<file path="src/rtl/systolic_ctrl_3x3.sv">
// Sequencer for a 3x3 output-stationary systolic multiply array: holds operands A/B,
// streams skewed rows/columns into the array edges and captures C = A*B.
module systolic_ctrl_3x3 #(
    parameter int unsigned DATA_SIZE = 8,
    localparam int unsigned ResW = 2 * DATA_SIZE + 1
) (
    input  logic                 clk,
    input  logic                 reset,
    input  logic                 wr_en_i,
    input  logic                 wr_sel_i,
    input  logic [3:0]           wr_addr_i,
    input  logic [DATA_SIZE-1:0] wr_data_i,
    input  logic                 start_i,
    output logic                 busy_o,
    output logic                 done_o,
    output logic [ResW-1:0]      res0_o,
    output logic [ResW-1:0]      res1_o,
    output logic [ResW-1:0]      res2_o,
    output logic [ResW-1:0]      res3_o,
    output logic [ResW-1:0]      res4_o,
    output logic [ResW-1:0]      res5_o,
    output logic [ResW-1:0]      res6_o,
    output logic [ResW-1:0]      res7_o,
    output logic [ResW-1:0]      res8_o,
    output logic                 arr_reset_o,
    output logic [DATA_SIZE-1:0] arr_a1_o,
    output logic [DATA_SIZE-1:0] arr_a2_o,
    output logic [DATA_SIZE-1:0] arr_a3_o,
    output logic [DATA_SIZE-1:0] arr_b1_o,
    output logic [DATA_SIZE-1:0] arr_b2_o,
    output logic [DATA_SIZE-1:0] arr_b3_o,
    input  logic [ResW-1:0]      arr_c1_i,
    input  logic [ResW-1:0]      arr_c2_i,
    input  logic [ResW-1:0]      arr_c3_i,
    input  logic [ResW-1:0]      arr_c4_i,
    input  logic [ResW-1:0]      arr_c5_i,
    input  logic [ResW-1:0]      arr_c6_i,
    input  logic [ResW-1:0]      arr_c7_i,
    input  logic [ResW-1:0]      arr_c8_i,
    input  logic [ResW-1:0]      arr_c9_i
);

    typedef enum logic [2:0] {
        StIdle,
        StClear,
        StFeed,
        StCapture,
        StDone
    } state_e;

    state_e                 state_q, state_d;
    logic   [2:0]           t_q, t_d;
    logic   [DATA_SIZE-1:0] a_q [9];
    logic   [DATA_SIZE-1:0] b_q [9];
    logic   [ResW-1:0]      res_q [9];
    logic   [ResW-1:0]      c_in [9];
    logic   [DATA_SIZE-1:0] edge_a [3];
    logic   [DATA_SIZE-1:0] edge_b [3];

    assign c_in[0] = arr_c1_i;
    assign c_in[1] = arr_c2_i;
    assign c_in[2] = arr_c3_i;
    assign c_in[3] = arr_c4_i;
    assign c_in[4] = arr_c5_i;
    assign c_in[5] = arr_c6_i;
    assign c_in[6] = arr_c7_i;
    assign c_in[7] = arr_c8_i;
    assign c_in[8] = arr_c9_i;

    // Operand storage deliberately has no reset; contents survive an aborted run.
    always_ff @(posedge clk) begin
        if (wr_en_i && (state_q == StIdle) && (wr_addr_i <= 4'd8)) begin
            if (wr_sel_i) begin
                b_q[wr_addr_i] <= wr_data_i;
            end else begin
                a_q[wr_addr_i] <= wr_data_i;
            end
        end
    end

    always_ff @(posedge clk) begin
        if (reset) begin
            state_q <= StIdle;
            t_q     <= 3'd0;
            for (int i = 0; i < 9; i++) begin
                res_q[i] <= '0;
            end
        end else begin
            state_q <= state_d;
            t_q     <= t_d;
            if (state_q == StCapture) begin
                for (int i = 0; i < 9; i++) begin
                    res_q[i] <= c_in[i];
                end
            end
        end
    end

    always_comb begin
        state_d = state_q;
        t_d     = t_q;
        unique case (state_q)
            StIdle: begin
                if (start_i) begin
                    state_d = StClear;
                end
            end
            StClear: begin
                state_d = StFeed;
                t_d     = 3'd0;
            end
            StFeed: begin
                t_d = t_q + 3'd1;
                if (t_q == 3'd6) begin
                    state_d = StCapture;
                end
            end
            StCapture: state_d = StDone;
            StDone:    state_d = StIdle;
            default:   state_d = StIdle;
        endcase
    end

    // Row i carries A[i][k] and column i carries B[k][i] when t == i + k.
    always_comb begin
        for (int i = 0; i < 3; i++) begin
            edge_a[i] = '0;
            edge_b[i] = '0;
        end
        if (state_q == StFeed) begin
            for (int i = 0; i < 3; i++) begin
                for (int k = 0; k < 3; k++) begin
                    if (int'(t_q) == i + k) begin
                        edge_a[i] = a_q[3*i+k];
                        edge_b[i] = b_q[3*k+i];
                    end
                end
            end
        end
    end

    assign busy_o      = (state_q != StIdle);
    assign done_o      = (state_q == StDone);
    assign arr_reset_o = (state_q == StIdle) || (state_q == StClear);

    assign arr_a1_o = edge_a[0];
    assign arr_a2_o = edge_a[1];
    assign arr_a3_o = edge_a[2];
    assign arr_b1_o = edge_b[0];
    assign arr_b2_o = edge_b[1];
    assign arr_b3_o = edge_b[2];

    assign res0_o = res_q[0];
    assign res1_o = res_q[1];
    assign res2_o = res_q[2];
    assign res3_o = res_q[3];
    assign res4_o = res_q[4];
    assign res5_o = res_q[5];
    assign res6_o = res_q[6];
    assign res7_o = res_q[7];
    assign res8_o = res_q[8];

endmodule

</file>
<file path="config.mk">
export PLATFORM = sky130hd
export DESIGN_NAME = systolic_ctrl_3x3
export DESIGN_NICKNAME = d
export VERILOG_FILES = /design/src/rtl/systolic_ctrl_3x3.sv
export SDC_FILE = /design/constraint.sdc
export NUM_CORES = 1
export LEC_CHECK = 0
export ABC_AREA = 1
export CAP_MARGIN = 20
export CORE_MARGIN = 4
export CORE_UTILIZATION = 25
export CTS_CLUSTER_DIAMETER = 80
export DETAILED_ROUTE_END_ITERATION = 7
export SETUP_SLACK_MARGIN = 0.4
export SLEW_MARGIN = 15
export SYNTH_ARGS = -nofsm -noshare
export SYNTH_HDL_FRONTEND = slang
export SYNTH_SLANG_ARGS = --single-unit
</file>
<file path="constraint.sdc">
create_clock -name clk -period 36.4 [get_ports clk]
set_clock_uncertainty 0.05 [all_clocks]
set_input_delay 5.46 -clock clk [delete_from_list [all_inputs] [get_ports clk]]
set_output_delay 5.46 -clock clk [all_outputs]
set_load 0.005 [all_outputs]
</file>
-- After elaboration in Yosys (flattened, before gate mapping)
Memories as Yosys holds them, arrays and structs flattened.
Index checks and enable logic that the tools add are counted.
- equality and inequality tests: 11
- mux-type cells: 44
- $lt $le $gt $ge: 1
- reduce and logical (&&, ||, !) cells: 8
- add/subtract/negate cells: 1
- bitwise operators: 9
- operators with widths (cell ; number):
    $mux W17 ; 9
    $mux W8 ; 18
    $mux W24 ; 2
    $eq A3 B3 Y1 const B ; 5
    $pmux W3 S4 ; 1
    $mux W1 ; 11
    $eq A3 B2 Y1 const B ; 3
    $or A1 B1 Y1 ; 9
    $logic_not A3 Y1 ; 2
    $mux W3 ; 2
    $pmux W3 S2 ; 1
    $le A4 B4 Y1 const B ; 1
    $ne A2 B2 Y1 const B ; 2
    $add A3 B1 Y3 const B ; 1
    $eq A3 B1 Y1 const B ; 1
    $reduce_bool A3 Y1 ; 1
    $logic_and A1 B1 Y1 ; 2
    $reduce_and A2 Y1 ; 1
    $reduce_bool A2 Y1 ; 1
    $logic_or A1 B1 Y1 ; 1
- output and inout bits: 204
- bits in registers: 6
- memories: 3
- bits of input ports: 170
- RAM bits: 297
- memory list (memory ; depth ; width ; rd ports ; clocked after memory_dff ; write ports ; RTL line ; RTL):
    res_q ; 9 ; 17 ; 9 ; 0 ; 9 ; 55 ; logic [ResW-1:0] res_q [9];
    a_q ; 9 ; 8 ; 9 ; 0 ; 1 ; 53 ; logic [DATA_SIZE-1:0] a_q [9];
    b_q ; 9 ; 8 ; 9 ; 0 ; 1 ; 54 ; logic [DATA_SIZE-1:0] b_q [9];

-- Longest topological paths before layout
- depth after elaboration: 5
- mapped depth: 10

-- Worst setup path before layout
Ideal clock, no wire load.
- kind: register -> register
- start: reg state_q[0]
- end: mem res_q[0][0] (netlist name), enable pin
- library setup time: 0.889 ns
- cell stages (with the launch flop): 3
- arrival: 11.619 ns
- slack: 23.842 ns
- cell sequence: dfxtp_1 inv_1 o31ai_1
- RTL lines (what ; RTL line ; RTL):
    start: declaration ; 51 ; state_e state_q, state_d;
    start signal: assignment ; 83 ; state_q <= StIdle;
    start signal: assignment ; 89 ; state_q <= state_d;
    end: declaration ; 55 ;

-- Worst setup path in the final report
- start: reg t_q[2]
- end: out arr_a3_o[6]
- word-level cells in the longest chain between the ends: 5
- RTL lines (what ; RTL line ; RTL):
    start: declaration ; 52 ; logic [2:0] t_q, t_d;
    start signal: assignment ; 90 ; t_q <= t_d;
    $eq A3 B3 Y1 ; 133 ; if (int'(t_q) == i + k) begin
    $mux W8 (2 in a row) ; 133 ;
    $mux W8 * ; 133 ;
    $mux W24 * ; 130 ; if (state_q == StFeed) begin
    end: declaration ; 28 ; output logic [DATA_SIZE-1:0] arr_a3_o,
Every way passes the cells marked *; elsewhere a longest branch is shown, timed or not.

==> results by group <==
Outcome
  – Status: complete, no violations

Critical path
  – Worst setup EP type: output pin
  – R2R Setup Slk: 33.51 ns
  – Worst-case reg-to-reg path depth: 4
  – CP required: 30.89 ns
  – Worst endpoint data arrival time: 3.41 ns
  – Critical path type: reg -> out
  – Worst R2R Start: state_q[0]
  – Critical Path Source Type: flip-flop
  – Critical path fanouts, max: 48
  – Reg2reg end: res_q[0][133]

Die
  – Initial Util: 25.5%
  – I/O Pins: 374
  – Row count: 80
  – Die Area: 52600 sq um
  – Die Height: 229 um
  – Core ar.: 48100 sq um
  – Chip width: 229 um

Timing
  – Fin Setup TNS: 0 ns
  – Worst-margin pin slew: 1.08 ns
  – Final min period: 8.92 ns
  – Slew headroom: 28.1%
  – Final Hold Fails: 0
  – Period Utilization, post-route: 24.5%
  – Fmax: 112 MHz
  – RSZ-0062 raised after global routing: no
  – Final setup viols: 0
  – Pins over their slew limit: 0

Clocking
  – Clk Latency, worst-skew pair: 0.52 ns
  – CTS tree: done
  – H-tree depth: 2
  – Root cell of the clock tree: clkbuf_16
  – CTS resizes: 0
  – Clock Path Buffers: 3
  – Clock Sinks: 303
  – Cts bufs inserted: 38
  – Setup bufs post-CTS: 0
  – Hold_buf cts: 0
  – Clock transition at the registers of the reported paths: 0.06 ns

Drt
  – DRC: 0
  – Via density per instance: 4.07
  – Drt wl/cell: 16.6 um
  – Routed Antenna Nets: 0
  – First-pass detailed-route iteration total: 5
  – Post-Route WL: 35.1 mm
  – Total number of vias: 8617
  – Initial drt markers: 528

Power
  – Leakage: 0.00716 uW
  – Power per cell area: 48.1 nW/um^2
  – Max rail drop VDD: 0.0281 mV

Synth
  – Net Count, Synth: 1240
  – Post-synthesis cell count: 1065
  – Synthesis Warnings: 0
  – Flip-flop and latch count after synthesis: 303
  – Sequential share of the synthesized area: 73.7%
  – Post-Syn Area: 12300 sq um
  – Synth unique cells: 22
  – Mean Syn Cell Area: 11.5 sq um

Min path
  – Worst hold start: t_q[1]
  – Worst Hold End: t_q[1]
  – Min-Delay Path Class: reg -> reg
  – Hold-critical path depth: 2

Global route
  – Total gr overflow: 0
  – First-pass GRT wire length: 53.1 mm
  – GR Util All Layers: 13.0%
  – Initial antenna violation count: 7
  – Vias in the first global route: 8918
  – Pin count of the biggest net entering global routing: 90

Finish
  – Commonest non-fill, non-tap cell in the layout: clkdlybuf4s50_1
  – Layout cell share with drive strength beyond 1: 4.79%
  – Nets: 1611
  – Commonest non-fill, non-tap cells in the layout: clkdlybuf4s50_1, edfxtp_1, nor2_1
  – Area Overhead vs Synth: 45.1%
  – Final core utilization: 37.0%

Placed design
  – Detailed placement HPWL: 24.5 mm
  – Number of port buffers: 373
  – GPL Wtd Cong: 0.771

Job
  – Max cap viols: 0
Yosys cell counts:
library cell / instances / share of area [%]
edfxtp_1: 297 / 73
nor2_1: 259 / 7.9
inv_1: 201 / 6.2
nand2_1: 112 / 3.4
nand3_1: 57 / 2.3
buf_2: 34 / 1.4
o21ai_0: 28 / 1.1
a21oi_1: 18 / 0.73
nand4_1: 17 / 0.87
buf_6: 7 / 0.64
dfxtp_1: 6 / 0.98
o21ai_1: 6 / 0.24
clkbuf_1: 5 / 0.15
ha_1: 5 / 0.51
nor2_2: 3 / 0.15
buf_4: 2 / 0.12
inv_2: 2 / 0.061
nand3_2: 2 / 0.16
nand2_2: 1 / 0.051
nor2_4: 1 / 0.092
nor3_1: 1 / 0.041
o31ai_1: 1 / 0.061
per-stage QoR:
stage               cells  total power, uW  hold slack [ns]  setup WS [ns]  area, sq um
floorplan            1065              444            0.437          23.84        12300
global placement     2052              501            0.464          27.94        16600
detailed placement   2052              501            0.484          27.87        16600
CTS                  2117              869            0.493          27.28        17800
global route         2117              892            0.529          27.14        17800
finish               2118              856            0.483          27.48        17800
worst max-delay path, cell delays in order, from the launching register on:
cell	delay [ns]
dfxtp_1	0.36
inv_2	0.46
ha_1	0.82
inv_1	0.08
buf_4	0.29
nand3_1	0.17
nand3_1	0.08
nand2_1	0.12
inv_1	0.05
clkdlybuf4s50_1	0.44
cells by family after synthesis:
kind of cell | Yosys count | share of synthesized area [%]
and+or+nand+nor | 453 | 15.1
DFF | 303 | 73.7
buffers and inverters | 251 | 8.52
AOI/OAI and AO/OA | 53 | 2.18
adders and majority gates | 5 | 0.510
state kept, by name (all words and copies together) (netlist names):
| signal | count |
|---|---|
| state_q | 3 |
| b_q | 72 |
| a_q | 72 |
| t_q | 3 |
| res_q | 153 |
metal layers:
layer  global-route usage (%)  part of all wire, %
met4                     3.46                  2.0
met2                     21.6                   48
met3                     6.19                   11
met5                        0                 0.22
met1                     15.1                   39
final cells by class:
type	count	area, sq um
Fill cell	4767	30400
Inverter	203	762
Multi-Input combinational cell	511	2190
Timing Repair Buffer	379	3780
Tap cell	656	821
Clock buffer	50	1060
Antenna cell	1	2.50
Sequential cell	303	9040
Clock inverter	15	134
worst max path at each step:
stage | cells after the start | to | slack (ns) | from
final | 9 | arr_a3_o[6] | 27.48 | t_q[2]
after global placement | 7 | arr_a3_o[5] | 27.94 | t_q[0]
after CTS | 7 | arr_a3_o[6] | 27.28 | t_q[0]
after detailed placement | 7 | arr_a3_o[6] | 27.87 | t_q[0]
after floorplan | 2 | res_q[0][0] | 23.84 | state_q[0]
after global routing | 9 | arr_b3_o[5] | 27.14 | t_q[2]
report_power, final:
part           total, uW  internal (uW)  switching, uW
Sequential           401            397           4.04
Clock                364            219            144
Combinational       91.0           46.3           44.7
Total                856            662            193
Note: power is estimated with default switching activity, not from simulation.
